### src/rtl/ssd_pkg.sv
// rtl/ssd_pkg.sv - shared types and segment glyph table for the two-digit SSD scheduler
package ssd_pkg;

  typedef enum logic [2:0] {
    IDLE,
    SHOW0,
    BLANK0,
    SHOW1,
    BLANK1
  } ssd_state_t;

  // Active-high {g,f,e,d,c,b,a}; the top applies output polarity.
  localparam logic [6:0] SEG_BLANK = 7'h00;

  // Index 15 is leftmost: F,E,d,C,b,A,9,8,7,6,5,4,3,2,1,0
  localparam logic [15:0][6:0] HEX_SEG = {
    7'h71, 7'h79, 7'h5E, 7'h39, 7'h7C, 7'h77, 7'h6F, 7'h7F,
    7'h07, 7'h7D, 7'h6D, 7'h66, 7'h4F, 7'h5B, 7'h06, 7'h3F
  };

endpackage

### src/rtl/ssd_hex_decoder.sv
// rtl/ssd_hex_decoder.sv - combinational hex nibble to active-high 7-segment glyph
module ssd_hex_decoder
  import ssd_pkg::*;
(
  input  logic [3:0] nibble,
  output logic [6:0] seg
);

  assign seg = HEX_SEG[nibble];

endmodule

### src/rtl/ssd_display_scheduler.sv
// rtl/ssd_display_scheduler.sv - two-digit PmodSSD scan with blanking gaps and frame-aligned value commit
// Optional BLANK_LEADING_ZERO_EN: suppress a zero high digit.
module ssd_display_scheduler
  import ssd_pkg::*;
#(
  parameter int REFRESH_DIV  = 50_000,
  parameter int BLANK_CYCLES = 1_000,
  parameter bit SEG_ACT_LOW  = 1'b0
) (
  input  logic       clk_in,
  input  logic       rst_n,
  input  logic       enable,
  input  logic [7:0] value_in,
  input  logic       value_valid,
  output logic       value_ready,
  output logic [6:0] seg_out,
  output logic       digit_sel,
  output logic       frame_done
);

  localparam int CNT_W = (REFRESH_DIV > 1) ? $clog2(REFRESH_DIV) : 1;
  localparam logic [CNT_W-1:0] SHOW_LAST  = CNT_W'(REFRESH_DIV - BLANK_CYCLES - 1);
  localparam logic [CNT_W-1:0] BLANK_LAST = CNT_W'(BLANK_CYCLES - 1);
  localparam logic [6:0] SEG_POL = {7{SEG_ACT_LOW}};

  if (BLANK_CYCLES < 1 || BLANK_CYCLES >= REFRESH_DIV) begin : g_bad_cfg
    $error("BLANK_CYCLES must be >= 1 and < REFRESH_DIV");
  end

  ssd_state_t       state, state_d;
  logic [CNT_W-1:0] cnt, cnt_d;
  logic [7:0]       pending, display, display_d;
  logic             pending_full;
  logic             last_cnt, frame_end, commit, accept;
  logic [3:0]       nibble;
  logic [6:0]       dec_seg, seg_d;
  logic             digit_d;

  ssd_hex_decoder u_dec (
    .nibble (nibble),
    .seg    (dec_seg)
  );

  always_comb begin
    last_cnt = 1'b0;
    case (state)
      SHOW0, SHOW1:   last_cnt = (cnt == SHOW_LAST);
      BLANK0, BLANK1: last_cnt = (cnt == BLANK_LAST);
      default:        last_cnt = 1'b0;
    endcase

    frame_end   = enable && (state == BLANK1) && last_cnt;
    commit      = frame_end && pending_full;
    value_ready = !pending_full || commit;
    accept      = value_valid && value_ready;
    display_d   = commit ? pending : display;

    state_d = state;
    if (!enable) begin
      state_d = IDLE;
    end else begin
      case (state)
        IDLE:    state_d = SHOW0;
        SHOW0:   if (last_cnt) state_d = BLANK0;
        BLANK0:  if (last_cnt) state_d = SHOW1;
        SHOW1:   if (last_cnt) state_d = BLANK1;
        BLANK1:  if (last_cnt) state_d = SHOW0;
        default: state_d = IDLE;
      endcase
    end

    if (state_d == IDLE || state_d != state) cnt_d = '0;
    else                                     cnt_d = cnt + CNT_W'(1);

    // Outputs are built from the state being entered and the value it will show.
    nibble = (state_d == SHOW1) ? display_d[7:4] : display_d[3:0];
    seg_d  = SEG_BLANK;
    case (state_d)
      SHOW0: seg_d = dec_seg;
`ifdef BLANK_LEADING_ZERO_EN
      SHOW1: seg_d = (display_d[7:4] == 4'h0) ? SEG_BLANK : dec_seg;
`else
      SHOW1: seg_d = dec_seg;
`endif
      default: seg_d = SEG_BLANK;
    endcase
    digit_d = (state_d == SHOW1) || (state_d == BLANK1);
  end

  assign frame_done = frame_end;

  always_ff @(posedge clk_in or negedge rst_n) begin
    if (!rst_n) begin
      state        <= IDLE;
      cnt          <= '0;
      seg_out      <= SEG_BLANK ^ SEG_POL;
      digit_sel    <= 1'b0;
      pending      <= 8'h00;
      pending_full <= 1'b0;
      display      <= 8'h00;
    end else begin
      state        <= state_d;
      cnt          <= cnt_d;
      seg_out      <= seg_d ^ SEG_POL;
      digit_sel    <= digit_d;
      display      <= display_d;
      pending_full <= accept || (pending_full && !commit);
      if (accept) pending <= value_in;
    end
  end

endmodule

### config.mk
export PLATFORM = sky130hd
export DESIGN_NAME = ssd_display_scheduler
export DESIGN_NICKNAME = d
export VERILOG_FILES = /design/src/rtl/ssd_pkg.sv /design/src/rtl/ssd_hex_decoder.sv /design/src/rtl/ssd_display_scheduler.sv
export SDC_FILE = /design/constraint.sdc
export NUM_CORES = 1
export LEC_CHECK = 0
export CAP_MARGIN = 20
export CORE_ASPECT_RATIO = 1.1
export CORE_UTILIZATION = 51
export DETAILED_ROUTE_END_ITERATION = 10
export GPL_ROUTABILITY_DRIVEN = 0
export HOLD_SLACK_MARGIN = 0.06
export PLACE_DENSITY = 0.75
export SETUP_SLACK_MARGIN = 0.05
export SYNTH_ARGS = -nofsm -noshare
export SYNTH_HDL_FRONTEND = slang
export SYNTH_SLANG_ARGS = --single-unit
### constraint.sdc
create_clock -name clk_in -period 3.3 [get_ports clk_in]
set_input_delay 0.66 -clock clk_in [delete_from_list [all_inputs] [get_ports clk_in]]
set_output_delay 0.66 -clock clk_in [all_outputs]
set_load 0.05 [all_outputs]
==> impl.org, run 1 <==
** Outcome
- Result of the run :: finished with violations
- The final reports fail on setup timing.

** Logic synthesis
- Primary flip-flop cell chosen by synthesis mapping :: dfrtp_1
- For this run, asynchronously set or reset flops after synthesis account for 1.00.
- The largest total area in the synthesized netlist belongs to dfrtp_1.
- Synthesized area per cell :: 10.5 um^2
- Gate count after technology mapping :: 213
- Counting distinct cell types in the post-synthesis netlist gives 43.
- Top-count cell post-synth :: dfrtp_1
- After synthesis, the most frequently instantiated cells are dfrtp_1 (44), nor2_1 (25), nand2_1 (18), inv_1 (15).
- Share of synthesized area occupied by flip-flops and latches :: 0.492
- Yosys mapped a number of flops with a built-in enable equal to 0.
- Synthesis inferred 44 register bits.
- The number of nets handed over by synthesis was 232.
- Of the post-synthesis cell area, the dominant cell type holds 0.492.
- In the post-synthesis netlist, the biggest area contributors are dfrtp_1 (49%), mux2_2 (5.0%), nor2_1 (4.2%).
- Synthesized cell area :: 2240 um^2
- The Yosys step of the flow raised 0 warnings.

** Clock tree
- TritonCTS built the clock tree.
- Number of CTS-inserted buffers :: 5
- The clock drives 44 sinks.
- The H-tree generated during clock tree synthesis spans 2 levels.
- Max clock buf depth :: 2
- Clock-pin slew on the worst setup and hold paths :: 0.09 ns
- Buffer type at the clock tree root :: clkbuf_8
- Clock latency on the worst-skew pair, taken at its later pin, is 0.30 ns.

** Die
- Area of the core :: 4080 um^2
- The die is 65.1 um wide.
- The die is 71.4 um tall.
- After floorplanning, the core was divided into 24 placement rows.
- Die area :: 4650 um^2
- Starting density of the core :: 0.547
- Ports :: 22

** Place
- Post-placement cell area :: 2640 um^2
- Placed cells :: 293
- Detailed-placement wirelength estimate :: 3010 um
- Port buffering added 21 buffers.

** Global route
- Entering global routing, the biggest net connects 45 pins.
- Initial antenna violation count :: 0
- The via count of the first global-routing pass came to 1537.
- After global routing the overflow that remains totals 0.
- Overall routing resource usage :: 0.204
- First-pass GRT wire length :: 7130 um

** Critical path
- Startpoint types :: flop
- For the worst setup path, the data required time is 3.51 ns.
- Crit Reg-Reg Startpoint :: cnt[12]
- The most critical setup path has its startpoint at cnt[12].
- Kind of critical path :: flop to flop
- Along the worst path, the maximum fanout reaches 6.
- Endpoint class of the critical path :: flop
- Data arrival time of the critical path :: 3.52 ns

** Route
- Final Routed Wirelength :: 4480 um
- For this run, design rule violations remaining after detail routing come to 0.
- Router iterations before antenna repair :: 4
- Post-route ant nets :: 0
- Dividing the detail-routed wire length by the instance count gives 14.5 um.
- In the routed layout, each cell is associated on average with a via count of 5.30.
- Via count of the routed design :: 1632
- Violation count after the first detailed-route iteration :: 103

** STA
- Rel. slew slack :: 0.370
- Tightest hold margin :: 0.472 ns
- Timing would allow up to 302 MHz.
- Hold violation count in the final report :: 0
- Post-route clock period utilization :: 1.00
- Finish-stage setup viols :: 1
- The worst path in the final design needs a cycle of 3.31 ns, including I/O delays and setup.
- Final setup slack of the worst path :: -0.00664 ns
- The max-slew violation count is 0.
- Setup repair after global routing could not meet its margin everywhere.
- Transition at the pin with the smallest max-transition slack :: 0.944 ns
- Clk_skew :: 0.0124 ns

** Run
- Number of max-capacitance violations reported :: 0

** Layout
- Area of all placed cells without fillers :: 2900 um^2
- In the final layout, the share of cells above drive strength 1 is 0.246.
- Syn-to-layout area delta :: 29.6%
- The number of antenna diodes in the final layout is 0.
- Leaving out filler cells and counting taps, the final layout contains 308.
- For this run, the post-layout net count is 274.

** Power and ir drop
- Maximum vdd ir drop :: 0.000268 V
- For this design the static power due to leakage is 1.28 nW.
- For this design the ratio of total power to cell area is 361 nW/um^2.

** Hold path
- The path class of the tightest hold or removal check is flop to flop.
- HP Start :: pending[7]
[what timing repair did]
| item | CTS | global route |
|---|---|---|
| hold buffers | 0 | 0 |
| cloned | 0 | 1 |
| resized for setup | 2 | 13 |
| buffers inserted | 0 | 6 |
| setup endpoints to repair | 4 | 8 |
| endpoints found under the hold margin | 0 | 0 |
| pin swaps | 1 | 4 |
[kinds of logic (layout without fill, tap and decap cells)]
logic type | count (synthesis) | in the layout | synth area share
AOI/OAI and AO/OA | 34 | 34 | 0.121
xor gates and xnor gates | 17 | 17 | 0.0666
adders and majority gates | 7 | 7 | 0.0392
buffers and inverters | 20 | 63 | 0.0358
DFF | 44 | 44 | 0.492
muxes | 16 | 16 | 0.0795
and+or+nand+nor | 75 | 75 | 0.165
[placed cells by master, fill, tap and decap left out, drive strengths merged, types with 2 or more instances in the layout]
cell | netlist | routed
nor3 | 2 | 2
mux2i | 5 | 5
a21oi | 9 | 9
or4 | 3 | 3
a221oi | 2 | 2
a211oi | 2 | 2
nand2 | 18 | 18
and2 | 3 | 3
ha | 7 | 7
clkdlybuf4s50 | 0 | 18
nand2b | 3 | 3
o21ai | 5 | 5
xor2 | 7 | 7
mux2 | 11 | 11
or3 | 2 | 2
dfrtp | 44 | 44
a21o | 3 | 3
nand4 | 3 | 3
buf | 2 | 21
clkbuf | 3 | 6
clkinv | 0 | 2
inv | 15 | 15
o211ai | 2 | 2
xnor2 | 10 | 10
or4b | 2 | 2
nand3 | 7 | 7
o31ai | 4 | 4
nor2 | 25 | 25
o2111ai | 2 | 2
and3 | 3 | 3
[metrics by stage]
step	worst slack [ns]	utilization	setup TNS, ns	total power, W
floorplan	0.0970	-	0	0.000601
global placement	0.00906	0.645	0	0.000637
detailed placement	-0.0389	0.647	-0.0672	0.000640
CTS	0.0543	0.678	0	0.00106
global route	-0.135	0.710	-0.392	0.00108
finish	-0.00664	0.710	-0.00664	0.00105
[cell type report]
| class | count | area, um^2 |
|---|---|---|
| Inverter | 15 | 58.8 |
| Multi-Input combinational cell | 149 | 1160 |
| Timing Repair Buffer | 40 | 398 |
| Tap cell | 52 | 65.1 |
| Sequential cell | 44 | 1100 |
| Clock buffer | 5 | 68.8 |
| Clock inverter | 3 | 47.5 |
| Fill cell | 304 | 1190 |
[worst paths after layout]
check | endpoint | slack, ns | cells past startpoint
max | seg_out[0] | -0.007 | 11
min | display[7] | 0.47 | 2
max reg2reg | seg_out[0] | -0.007 | 11
min reg2reg | display[7] | 0.47 | 2
max in group asynchronous | pending[2] | 2.21 | 1
min in group asynchronous | state[0] | 0.50 | 1
[critical path, cell delays in order, from the launching register on]
cell and delay, ns:
dfrtp_1 0.38, or4b_4 0.52, or4b_4 0.55, a211oi_4 0.33, buf_12 0.17, mux2i_1 0.17, inv_1 0.10, o21ai_4 0.25
inv_4 0.09, ha_4 0.17, or4_4 0.41, o311ai_2 0.08
[state kept, by name, summed over array words and instances, names as in the netlist]
signal,flops
display,8
digit_sel,1
state,3
pending,8
cnt,16
pending_full,1
seg_out,7
[per-layer routing]
layer,part of all wire,track usage,vias to the layer above
met4,0.019,0.0966,0
met2,0.46,0.299,37
met1,0.49,0.290,763
li1,-,-,824
met5,0,0,-
met3,0.032,0.0446,8
[power by group]
| group | total (W) | internal [W] | switching, W |
|---|---|---|---|
| Sequential | 0.000566 | 0.000554 | 0.0000122 |
| Clock | 0.000417 | 0.000228 | 0.000190 |
| Combinational | 0.0000631 | 0.0000293 | 0.0000338 |
Note: power is estimated with default switching activity, not from simulation.
==> run 2: changes to the inputs <==
- SKIP_CTS_REPAIR_TIMING: unset -> 1
==> run 2 against run 1 <==
  * The flow still finishes with violations (setup timing)
  * Clock skew increased by 0.0010 ns
  * Highest routed layer unchanged
  * Via count increased by 2.2%
  * Final area decreased by 0.52%
  * Setup slack got worse by 0.0023 ns
  * Die area unchanged
  * Sequential power about the same
==> impl.org, run 2 (synthesis gave the netlist of run 1 again) <==
** Die
- The horizontal die dimension was 65.1 um (unchanged).
- The row count came to 24 (unchanged).
- The floorplan die height was 71.4 um (unchanged).
- Ports :: 22 (unchanged)
- The initial standard-cell utilization of the core was 0.547 (unchanged).
- Die area :: 4650 um^2 (unchanged)
- The core box area is 4080 um^2 (unchanged).

** Clock tree
- The number of sinks on the clock net came to 44 (unchanged).
- The maximum level of the CTS H-tree was 2 (unchanged).
- Clock tree from TritonCTS :: done (unchanged)
- Worst skew pair latency :: 0.30 ns (about the same)
- The buffer type at the clock tree root is clkbuf_8 (unchanged).
- Number of CTS-inserted buffers :: 5 (unchanged)
- The clock-pin slew on the worst setup and hold paths was 0.09 ns (about the same).
- The largest buffer count on any clock path was 2 (unchanged).

** Hold path
- Min-Delay Endpoint :: display[7] (unchanged)
- The worst hold path class is flop to flop (unchanged).
- The startpoint of the worst hold path was pending[7] (unchanged).
- Cells on Worst Hold Path :: 2 (unchanged)

** STA
- Finish-stage setup viols :: 1 (unchanged)
- Hold violation count in the final report :: 0 (unchanged)
- The maximum clock rate came to 302 MHz (about the same).
- RSZ-0062 raised after global routing: true (unchanged).
- Rel. slew slack :: 0.366 (was 0.370)
- Clk_skew :: 0.0134 ns (was 0.0124 ns)
- The worst-margin pin slew was 0.951 ns (was 0.944 ns).
- The shortest period the worst path allows came to 3.31 ns (about the same).
- Count of pins over their slew limit :: 0 (unchanged)
- The smallest setup slack after layout was -0.00894 ns (was -0.00664 ns).
- The final period utilization is 1.00 (about the same).

** Global route
- Vias in the first global route :: 1536 (was 1537)
- First-pass GRT wire length :: 7140 um (was 7130 um)
- The maximum number of pins on one net before global-route repair came to 45 (unchanged).
- The final global-route overflow total was 0 (unchanged).
- The total global routing track utilization was 0.205 (was 0.204).
- The number of antenna violations at the first check in global routing was 0 (unchanged).

** Critical path
- The capturing element type of the critical path is a flop (unchanged).
- The maximum net fanout on the critical path was 6 (unchanged).
- Critical path startpoint :: cnt[12] (unchanged)
- The setup slack of the most critical reg-to-reg path was -0.009 ns (was -0.007 ns).
- Startpoint types :: flop (unchanged)
- Crit Reg-Reg Startpoint :: cnt[12] (unchanged)
- The endpoint required time on the critical path is 3.51 ns (about the same).
- The capturing point of the worst reg2reg path is seg_out[0] (unchanged).
- Reg2reg path depth :: 11 (unchanged)
- Data arrival time of the critical path :: 3.52 ns (about the same)
- The category of the most critical setup path is flop to flop (unchanged).

** Layout
- Register ranked first by flip-flop count :: cnt (unchanged)
- Nets :: 274 (unchanged)
- Layout cells sized above 1 :: 0.242 (was 0.246)
- Largest regs :: cnt (16), display (8), pending (8) (unchanged)
- Max reg flops :: 16 (unchanged)
- The post-route cell area came to 2880 um^2 (was 2900 um^2).
- The area growth from synthesis to final layout came to 28.9% (was 29.6%).
- Commonest cells after routing, fill and taps aside :: dfrtp_1 (44), nor2_1 (25), clkdlybuf4s50_1 (18) (unchanged)
- The total inserted antenna cells was 0 (unchanged).
- Most common cell after layout, fill and taps aside :: dfrtp_1 (unchanged)

** Outcome
- Violations in the final reports: setup timing (unchanged).
- Result of the run :: finished with violations (unchanged)

** Route
- The average wire per cell in the routed design came to 14.6 um (was 14.5 um).
- The vias after detailed routing came to 1668 (was 1632).
- Router iterations before antenna repair :: 4 (unchanged)
- The initial detailed-routing violation count is 108 (was 103).
- Routed vias/inst :: 5.42 (was 5.30)
- The count of unresolved DRC violations after routing is 0 (unchanged).
- The number of antenna-violating nets in the routed design is 0 (unchanged).
- The wire length reported by the detailed router was 4510 um (was 4480 um).

** Power and ir drop
- PD cells :: 364 nW/um^2 (was 361 nW/um^2)
- The leakage component of the power was 1.28 nW (about the same).
- Portion of total power attributed to sequential cells :: 0.540 (was 0.541)
- P_sw :: 0.000237 W (was 0.000236 W)
- Sw Share :: 0.226 (was 0.225)
- The fraction of power consumed by the clock network is 0.400 (was 0.399).
- Maximum vdd ir drop :: 0.000268 V (about the same)
- The logic gate share of total power was 0.060 (about the same).
- The cell internal power dissipation is 0.000811 W (about the same).

** Run
- Number of max-capacitance violations reported :: 0 (unchanged)

** Place
- The placed instance area was 2640 um^2 (unchanged).
- The count of buffers from port buffering came to 21 (unchanged).
- Detailed-placement wirelength estimate :: 3010 um (unchanged)
- Worst slack, placed :: -0.0389 ns (unchanged)
==> run 2: worst max-delay path by stage <==
stage	end	slack, ns	depth (start not counted)
after detailed placement	seg_out[5]	-0.04	11
after CTS	seg_out[5]	-0.06	11
after floorplan	pending[0]	0.1	8
after global routing	seg_out[0]	-0.13	12
final	seg_out[0]	-0.009	11
after global placement	seg_out[5]	0.009	11
==> run 2: final cells by class <==
cell class | count | area [um^2]
clock buffers | 5 | 68.8
well taps | 52 | 65.1
flip-flops and latches | 44 | 1100
clock inverters | 3 | 47.5
multi-input cells | 149 | 1150
inverters | 15 | 56.3
fillers | 308 | 1200
repair buffers | 40 | 398
==> run 2: layer usage <==
layer  wire [um]  vias up  track usage  share of wire
met5           0        -            0              0
met4          85        0       0.0966          0.019
met3         156        8       0.0446          0.035
met2        2070       42        0.299           0.46
met1        2200      790        0.291           0.49
li1            -      828            -              -
==> run 2: power by group through the flow <==
stage	combinational, W	sequential (W)	clock [W]
6_report	0.0000627	0.000567	0.000419
5_1_grt	0.0000686	0.000568	0.000446
4_1_cts	0.0000631	0.000566	0.000429
3_5_place_dp	0.0000630	0.000577	0
3_3_place_gp	0.0000611	0.000576	0
2_1_floorplan	0.0000192	0.000582	0
==> run 2: through the flow <==
step,instances,hold WS [ns],power (W),utilization,setup TNS [ns]
floorplan,213,0.364,0.000601,-,0
global placement,292,0.464,0.000637,0.645,0
detailed placement,293,0.457,0.000640,0.647,-0.0672
CTS,301,0.478,0.00106,0.675,-0.131
global route,308,0.491,0.00108,0.706,-0.441
finish,308,0.472,0.00105,0.706,-0.00894
==> run 2: critical path: stages, from the launching register on <==
cell and delay (ns):
dfrtp_1 0.38, or4b_4 0.52, or4b_4 0.55, a211oi_4 0.33
buf_12 0.17, mux2i_1 0.17, inv_1 0.10, o21ai_4 0.23
inv_2 0.10, ha_4 0.18, or4_4 0.41, o311ai_2 0.08
